File: src/rtl/vid_pixgen.sv
// Pixel-clock video back end: raster timing from shadowed mode registers, FIFO
// word unpacking (MSB pixel first), new-frame restart pulse and underflow latch.
module vid_pixgen #(
  parameter int BUSW = 32,
  parameter int BPP  = 8,
  parameter int LW   = 11
) (
  input  logic            i_pixclk,
  input  logic            i_reset,
  input  logic [LW-1:0]   i_hm_width,
  input  logic [LW-1:0]   i_hm_porch,
  input  logic [LW-1:0]   i_hm_synch,
  input  logic [LW-1:0]   i_hm_raw,
  input  logic [LW-1:0]   i_vm_height,
  input  logic [LW-1:0]   i_vm_porch,
  input  logic [LW-1:0]   i_vm_synch,
  input  logic [LW-1:0]   i_vm_raw,
  output logic            o_rd,
  input  logic            i_valid,
  input  logic [BUSW-1:0] i_word,
  output logic            o_newframe,
  output logic            o_vga_hsync,
  output logic            o_vga_vsync,
  output logic            o_active,
  output logic [BPP-1:0]  o_pixel,
  output logic            o_underflow
);
  localparam int PPW = BUSW / BPP;
  localparam int PW  = (PPW > 1) ? $clog2(PPW) : 1;

  typedef struct packed {
    logic [LW-1:0] len;
    logic [LW-1:0] porch;
    logic [LW-1:0] synch;
    logic [LW-1:0] raw;
  } axis_t;

  axis_t           hm, vm, hm_in, vm_in;
  logic [LW-1:0]   hpos, vpos;
  logic [PW-1:0]   pcnt;
  logic [BUSW-1:0] sreg;
  logic            lost;
  logic            act, need, line_end, frame_end, last_px, nf_cond;

  assign hm_in = {i_hm_width, i_hm_porch, i_hm_synch, i_hm_raw};
  assign vm_in = {i_vm_height, i_vm_porch, i_vm_synch, i_vm_raw};

  assign line_end  = (hpos == hm.raw - LW'(1));
  assign frame_end = line_end && (vpos == vm.raw - LW'(1));
  assign act       = (hpos < hm.len) && (vpos < vm.len);
  assign need      = act && (pcnt == '0);
  assign last_px   = (hpos == hm.len - LW'(1));
  assign nf_cond   = (hpos == '0) && (vpos == vm.len);
  assign o_rd      = need && i_valid && !lost && !i_reset;

  // Mode values are only sampled at frame wrap so a frame never mixes timings.
  always_ff @(posedge i_pixclk) begin
    if (i_reset) begin
      hm   <= hm_in;
      vm   <= vm_in;
      hpos <= '0;
      vpos <= i_vm_height;
    end else begin
      if (line_end) begin
        hpos <= '0;
        vpos <= (vpos == vm.raw - LW'(1)) ? '0 : vpos + LW'(1);
      end else begin
        hpos <= hpos + LW'(1);
      end
      if (frame_end) begin
        hm <= hm_in;
        vm <= vm_in;
      end
    end
  end

  always_ff @(posedge i_pixclk) begin
    if (i_reset) begin
      o_vga_hsync <= 1'b1;
      o_vga_vsync <= 1'b1;
      o_active    <= 1'b0;
      o_pixel     <= '0;
      o_newframe  <= 1'b0;
      o_underflow <= 1'b0;
      pcnt        <= '0;
      lost        <= 1'b0;
      sreg        <= '0;
    end else begin
      o_vga_hsync <= !((hpos >= hm.porch) && (hpos < hm.synch));
      o_vga_vsync <= !((vpos >= vm.porch) && (vpos < vm.synch));
      o_active    <= act;
      o_newframe  <= nf_cond;
      o_underflow <= need && !i_valid && !lost;

      // Restarting pcnt at line end drops any unused pixels of a partial word.
      if (act)
        pcnt <= (last_px || pcnt == PW'(PPW - 1)) ? '0 : pcnt + PW'(1);
      else
        pcnt <= '0;

      if (!act) begin
        o_pixel <= '0;
      end else if (need) begin
        if (i_valid && !lost) begin
          o_pixel <= i_word[BUSW-1 -: BPP];
          sreg    <= i_word << BPP;
        end else begin
          o_pixel <= '0;
        end
      end else begin
        o_pixel <= lost ? '0 : sreg[BUSW-1 -: BPP];
        sreg    <= sreg << BPP;
      end

      // Once a word is missed the line alignment is gone; only a FIFO restart recovers it.
      if (nf_cond)
        lost <= 1'b0;
      else if (need && !i_valid)
        lost <= 1'b1;
    end
  end
endmodule

File: config.mk
export PLATFORM = sky130hd
export DESIGN_NAME = vid_pixgen
export DESIGN_NICKNAME = d
export VERILOG_FILES = /design/src/rtl/vid_pixgen.sv
export SDC_FILE = /design/constraint.sdc
export NUM_CORES = 1
export LEC_CHECK = 0
export BUFFER_PORTS_ARGS = -buffer_cell sky130_fd_sc_hd__clkbuf_2
export CAP_MARGIN = 25
export CORE_MARGIN = 4
export CORE_UTILIZATION = 63
export CTS_BUF_LIST = sky130_fd_sc_hd__clkbuf_8
export CTS_CLUSTER_SIZE = 25
export DETAILED_ROUTE_END_ITERATION = 12
export PLACE_DENSITY = 0.9
export SLEW_MARGIN = 20
export SYNTH_ARGS = -nofsm -noshare
export SYNTH_HDL_FRONTEND = slang
export SYNTH_SLANG_ARGS = --single-unit
File: constraint.sdc
create_clock -name i_pixclk -period 10.2 [get_ports i_pixclk]
set_input_delay 0 -clock i_pixclk [delete_from_list [all_inputs] [get_ports i_pixclk]]
set_output_delay 0 -clock i_pixclk [all_outputs]
set_load 0.005 [all_outputs]
# == Word-level counts from Yosys, hierarchy flattened ==
# Index checks and enable logic that the tools add are counted.
# totals
ff_bits,158
inputBits,123
output_inout_bits,14
# op_classes
add_sub_neg,6
magnitude_cmp,6
eq_ne,6
mux,12
n_bitwise,1
n_reduce_logical,27
# op_table
operator,count
44-bit 2-to-1 mux,4
32-bit 2-to-1 mux,2
11-bit equality test,4
11-bit less-than comparator,4
11-bit 2-to-1 mux,3
"11-bit by 1-bit subtractor with 11-bit output, second input constant",3
8-bit 2-to-1 mux,3
"11-bit by 1-bit adder with 11-bit output, second input constant",2
11-bit >= comparator,2
1-bit logical AND,12
11-bit logical NOT,1
2-bit OR reduction,3
1-bit logical NOT,5
2-bit nonzero test,2
3-bit OR reduction,1
"2-bit by 1-bit adder with 2-bit output, second input constant",1
"2-bit equality test, second input constant",1
2-bit logical NOT,1
"2-bit by 1-bit != test with 1-bit output, second input constant",1
2-bit AND reduction,1
1-bit logical OR,1
1-bit inverter,1

# == Longest topological paths before layout ==
# Gate-level depths: netlist of the first run.
# depth
ltp_word,6
ltp_mapped,11
depth_no_buf,9

# == Worst setup path after synthesis of the first run ==
# OpenSTA, ideal clock, no wires.
# synth_timing
path_kind,register -> register
startpoint,reg hm[0] in the netlist's numbering
endpoint,reg hm[0] in the netlist's numbering (enable)
setup_time_ns,0.452
t_arrival_ns,4.164
required_time_ns,9.748
slack_ns,5.584
stages_incl_launch_ff,8
n_path_buf,1
synth_period_minus_slack_ns,4.616
path_cell_list,edfxtp_1 or4_1 buf_2 or3_1 a2111oi_2 o221ai_1 a211oi_2 a41o_1
# synth_via
elab_chain_len,4
# synth_lines
item,line_no,text
start: declaration,38,"axis_t hm, vm, hm_in, vm_in;"
start signal: assignment,59,hm <= hm_in;
start signal: assignment,71,hm <= hm_in;
11-bit by 1-bit subtractor with 11-bit output,48,assign line_end = (hpos == hm.raw - LW'(1));
11-bit equality test,48,
1-bit logical AND,49,assign frame_end = line_end && (vpos == vm.raw - LW'(1));
2-bit nonzero test (no line),-,
# No other way between the ends.
# A chain may end at the register's enable or synchronous reset.

# == Final worst setup path of the first run ==
# layout_timing
startpoint,reg hm[2] in the netlist's numbering
endpoint,reg hm[6] in the netlist's numbering (enable)
# Same word-level chain as after synthesis.

==> results of run 1 <==
-- how the worst min path moves through the flow --
| stage | from | endpoint | slack, ns | depth (start not counted) |
|---|---|---|---|---|
| after floorplan | i_hm_raw[0] | hm[0] | 0.1 | 0 |
| after global placement | i_vm_synch[4] | vm[15] | 0.18 | 1 |
| after detailed placement | i_hm_raw[10] | hm[10] | 0.18 | 1 |
| after CTS | i_word[9] | sreg[17] | 0.03 | 5 |
| after global routing | i_reset | sreg[15] | 0.09 | 3 |
| final | i_word[9] | sreg[17] | 0.09 | 5 |
-- state kept, by name, indices dropped and copies added, names as in the netlist --
signal       count
o_pixel          8
o_vga_vsync      1
lost             1
hm              44
sreg            24
o_newframe       1
o_underflow      1
o_active         1
pcnt             2
vm              44
hpos            11
vpos            11
o_vga_hsync      1
-- kinds of logic (layout without fill, tap and decap cells) --
group	count (synthesis)	count (layout)	share of synthesized area, %
AND/OR/NAND/NOR	214	214	13.5
AO/OA/AOI/OAI	151	151	12.8
flip-flops	150	150	49.9
buffers and inverters	130	388	6.26
adder cells (fa/ha/maj)	72	72	11.3
XOR/XNOR	57	57	6.24
-- synthesized netlist by cell type (all sizes together), types with 5 or more instances --
library cell   n
nor2          56
a2bb2oi        8
nand4         13
a31oi          8
a21oi         25
a21o          12
o21a           5
nor3b          7
and4           7
o21ai         43
a211oi         7
o211ai         6
nand2b         8
nor2b          8
edfxtp        99
nor3          10
inv           96
dfxtp         51
xnor2         36
ha            72
and3           5
buf            8
a221oi        16
xor2          21
nand2         58
a211o          6
clkbuf        26
nand3         16
-- power by group through the flow --
stage | combinational (mW) | clock, mW | sequential, mW
finish | 0.294 | 0.410 | 0.746
global placement | 0.229 | 0 | 0.753
floorplan | 0.174 | 0 | 0.743
global route | 0.324 | 0.437 | 0.751
detailed placement | 0.241 | 0 | 0.756
CTS | 0.279 | 0.398 | 0.743
-- cell type report --
cell class	count	area (µm²)
Clock inverter	14	96.3
Tap cell	168	210
Fill cell	668	1850
Inverter	96	360
Clock buffer	17	234
Multi-Input combinational cell	494	3530
Timing Repair Buffer	261	1940
Sequential cell	150	3990
-- per-stage QoR --
stage	hold slack [ns]	setup WS, ns	cell area [µm²]
2_1_floorplan	0.0989	5.58	8000
3_3_place_gp	0.177	6.46	8790
3_5_place_dp	0.179	6.29	8790
4_1_cts	0.0330	6.27	10300
5_1_grt	0.0938	6.39	10400
6_report	0.0899	6.52	10400
-- per-layer routing --
metal  GRT usage, %  vias up  share of wire (%)
met5              0        -                  0
met4           17.6        0                5.5
met3           7.81      106                7.2
met2           55.0      356                 51
met1           32.7     3229                 36
li1               -     3239                  -
-- placed cells by master (no fill, tap or decap), types with 10 or more instances in the layout --
| master | n |
|---|---|
| xnor2_1 | 36 |
| nor2_1 | 56 |
| nand2_1 | 58 |
| ha_1 | 72 |
| nand4_1 | 13 |
| clkbuf_8 | 17 |
| edfxtp_1 | 99 |
| nor3_1 | 10 |
| clkbuf_2 | 136 |
| xor2_1 | 21 |
| a21o_1 | 12 |
| a21oi_1 | 25 |
| dlygate4sd3_1 | 120 |
| o21ai_0 | 43 |
| nand3_1 | 16 |
| a221oi_1 | 16 |
| inv_1 | 98 |
| dfxtp_1 | 51 |
-- worst max-delay path: cells and delay by family, from the launching register on --
| family | cells | cell delay, ns |
|---|---|---|
| compound gates | 4 | 1.50 |
| buf+inv | 1 | 0.32 |
| flops | 1 | 0.50 |
| simple gates | 2 | 1.02 |
==> reports/qor.yml, run 1 <==
outcome:
  run_status: "complete, no violations"
setup_path:
  r2r_slack_ns: 6.52
  crit_slowest_cell: "a41o_4"
  setup.worst_path.start: "hm[2]"
  end_kind: "flop"
  worst_ep_required_time_ns: 10.35
  reg2regPathDepth: 7
  r2r-start: "hm[2]"
  slowest_delay_ns: 0.64
  arrival_ns: 3.83
  crit_fanout: 50
  crit_path_end: "hm[6]"
  timing.rr.end: "hm[6]"
  path_cells: "or4_1 > or3_1 > a2111oi_2 > o221ai_1 > a211oi_2 > a41o_4 > buf_16"
  critPathKind: "reg2reg"
  start_kind: "flop"
cts:
  clkLatencyLatePin_ns: 0.48
  cts_made_buffers: 17
  clock-root-buffer: "clkbuf_8"
  cts.repair.resized: 0
  postCtsSetupRepairBufs: 0
  postCtsHoldBufs: 120
  htree_levels: 4
  clkTransAtPathRegs_ns: 0.08
  cts_tree: "done"
  clockBufferDepth: 2
  cts_num_sinks: 150
sta:
  tns_ns: 0
  finalCritPeriodShare_pct: 36.1
  maxSlewViolCount: 0
  period_needed_ns: 3.68
  timing.fmax_mhz: 272
  rsz0062_at_grt: "no"
  worst_pin_slew_ns: 0.735
  slew_headroom_pct: 51.0
  clock_skew_ns: 0.0221
  finalSetupViolCount: 0
  hold_viol_final: 0
detailed_routing:
  vias_per_cell: 5.78
  wl_per_cell_um: 18.4
  drc_errors: 0
  vias: 6930
  wl_um: 22100
  initialDrtViolationCount: 784
  dr.pass1.iters: 8
  ant_nets: 0
yosys:
  seq_area_frac_synth_pct: 49.9
  yosysTopAreaCell: "edfxtp_1"
  synthTopCellsByArea: "edfxtp_1 (37%), dfxtp_1 (13%), ha_1 (11%)"
  yosysWarnings: 0
  synth_edf_count: 99
  synth-async-reset-ratio_pct: 0
  syn_area_per_cell_um2: 10.3
  synth_seq_cells: 150
  yosysTopAreaCellShare_pct: 37.2
  syn_inst: 774
  synth_cell_types: 53
  syn-num-nets: 969
  synthesis.area_um2: 8000
  synthFlopType: "edfxtp_1"
floorplanning:
  core_area_um2: 12200
  dieWidth_um: 121
  ios: 137
  dieArea_um2: 14600
  start_util_pct: 65.5
  rows: 40
  fp.dieH_um: 121
flow_run:
  cap_violations: 0
power:
  swShare_pct: 28.9
  power_density_nw_per_um2: 140
  pwr-share-clk_pct: 28.3
  switchingPower_uw: 419
  pwr-share-comb_pct: 20.3
  ir_drop_v: 0.000112
  seqPwrFrac_pct: 51.4
  leakage_nw: 4.57
  intPower_mw: 1.03
  finalPower_mw: 1.45
cells_and_area:
  diodes: 0
  fin_nets: 1215
  drive_gt1_share_pct: 17.5
  final_util_pct: 84.9
  area_delta_synth_final_pct: 29.6
  final_cells: 1200
place:
  gp_congestion: 0.872
  dp_cells: 1047
  hpwl_um: 12500
  portBuffers: 136
global_routing:
  grt_max_degree: 89
  grt.overflow.total: 0
  first_global_vias: 7220
  grt_use_total_pct: 30.7
  antenna_found_initial: 0
  grt_pass1_wl_um: 34700
min_path:
  hp-class: "in2reg"
No activity file was read; power rests on OpenSTA's default activity.
==> run 2, diff against run 1 <==
Settings changed: CORE_UTILIZATION 63 to 59, PLACE_DENSITY 0.9 to 0.85.
Clock period 10.2 ns to 3.8 ns, I/O delays scaled along.
==> run 2 against run 1 <==
Global-route usage down 3.7 points. Die area up 6.3%. Cell area up 0.88%. Routed wire length down 7.0%. Critical path type unchanged. Combinational power rose to 2.7 times the previous value. Power rose to 2.8 times the previous value. Clock power rose to 3.0 times the previous value.
==> reports/qor.yml, run 2 (same netlist as run 1, synthesis figures left out) <==
outcome:
  run_status: "complete, no violations"
global_routing:
  first_global_vias: 6887
  antenna_found_initial: 0
  grt_pass1_wl_um: 33900
  grt_use_total_pct: 27.1
  grt.overflow.total: 0
  grt_max_degree: 54
sta:
  timing.fmax_mhz: 298
  rsz0062_at_grt: "no"
  hold_viol_final: 0
  fin_ws_ns: 0.442
  finalCritPeriodShare_pct: 88.4
  worst_pin_slew_ns: 0.962
  period_needed_ns: 3.36
  tns_ns: 0
  maxSlewViolCount: 0
  finalSetupViolCount: 0
  clock_skew_ns: 0.0162
  fin_hold_ws_ns: 0.0136
  slew_headroom_pct: 35.9
cts:
  clockBufferDepth: 2
  cts_num_sinks: 150
  clkLatencyLatePin_ns: 0.46
  htree_levels: 4
  clock-root-buffer: "clkbuf_8"
  cts_tree: "done"
  clkTransAtPathRegs_ns: 0.08
  cts.repair.resized: 0
  cts_made_buffers: 17
floorplanning:
  rows: 42
  start_util_pct: 60.4
  dieArea_um2: 15500
  core_area_um2: 13200
  ios: 137
  fp.dieH_um: 124
  dieWidth_um: 124
cells_and_area:
  final_cell_mix: "clkbuf_2 (136), dlygate4sd3_1 (120), edfxtp_1 (99)"
  top_regs: "hm: 44 flops, vm: 44 flops, sreg: 24 flops"
  area_delta_synth_final_pct: 30.7
  final_common_cell: "clkbuf_2"
  design_area_um2: 10500
  fillCellCount: 833
  diodes: 0
  drive_gt1_share_pct: 17.6
  final_cells: 1214
  fin_nets: 1220
place:
  hpwl_um: 11900
  dpl-instance-area_um2: 8880
  dp_cells: 1062
  portBuffers: 136
  gp_congestion: 0.835
  preCtsSetupSlack_ns: 0.424
setup_path:
  crit_family: "compound AO/OA/AOI/OAI gates"
  crit_slowest_cell: "a41o_4"
  end_kind: "flop"
  critPathKind: "reg2reg"
  slowest_delay_ns: 0.51
  path_cells: "inv_1 > ha_1 > xnor2_1 > or4_1 > or3_1 > a2111oi_2 > a41o_4 > buf_12"
  r2r-start: "vm[0]"
  setup.worst_path.start: "vm[0]"
  worst_ep_required_time_ns: 3.95
  path_buf_inv: 2
  crit_fanout: 34
  arrival_ns: 3.51
  start_kind: "flop"
power:
  leakage_nw: 4.62
  power_density_nw_per_um2: 383
  ir_drop_v: 0.000348
detailed_routing:
  wl_um: 20500
  vias_per_cell: 5.51
  ant_nets: 0
  drc_errors: 0
  wl_per_cell_um: 16.9
  dr.pass1.iters: 6
  vias: 6685
  initialDrtViolationCount: 627
flow_run:
  cap_violations: 0
min_path:
  hp-class: "in2reg"
  hold_start: "i_word[16]"
==> run 2: cell type report <==
type / count / area [µm²] / share of cell area, %
multi-input combinational: 494 / 3520 / 33.7
tap: 176 / 220 / 2.11
inverter: 96 / 360 / 3.45
clock buffer: 17 / 234 / 2.24
timing repair buffer: 266 / 1980 / 19.0
sequential: 150 / 3990 / 38.2
clock inverter: 15 / 145 / 1.39
==> run 2: power by group <==
part           total [mW]  switching [mW]  internal, mW
clock                1.23           0.602         0.627
combinational       0.784           0.400         0.384
sequential           1.99           0.101          1.89
total                4.01            1.10          2.90
==> run 2: metal layers <==
layer / up-vias / part of all wire (%) / track usage [%]
li1: 3244 / - / -
met1: 3116 / 39 / 30.9
met3: 58 / 6.0 / 6.90
met4: 0 / 3.1 / 9.86
met2: 267 / 52 / 48.8
met5: - / 0 / 0
==> run 2: through the flow <==
stage	total power [mW]	utilization [%]
global placement	2.65	67.0
floorplan	2.46	-
global route	4.20	79.0
finish	4.01	79.0
detailed placement	2.68	67.0
CTS	3.96	79.0
==> run 2: final timing paths <==
kind	cells after the start	slack, ns	end
worst max register to register	8	0.44	hm[14]
worst min-delay path	5	0.01	sreg[24]
worst min register to register	1	0.45	pcnt[0]
worst max-delay path	8	0.44	hm[14]
==> run 2: what timing repair did <==
item	CTS	global route
hold endpoints to repair	132	0
hold buffers	120	0
setup buffers	0	0
==> run 2: worst register-to-register path, cell delays in order (launching register included) <==
cell	delay, ns
edfxtp_1	0.41
inv_1	0.06
ha_1	0.30
xnor2_1	0.12
or4_1	0.49
or3_1	0.39
a2111oi_2	0.48
a41o_4	0.51
buf_12	0.26
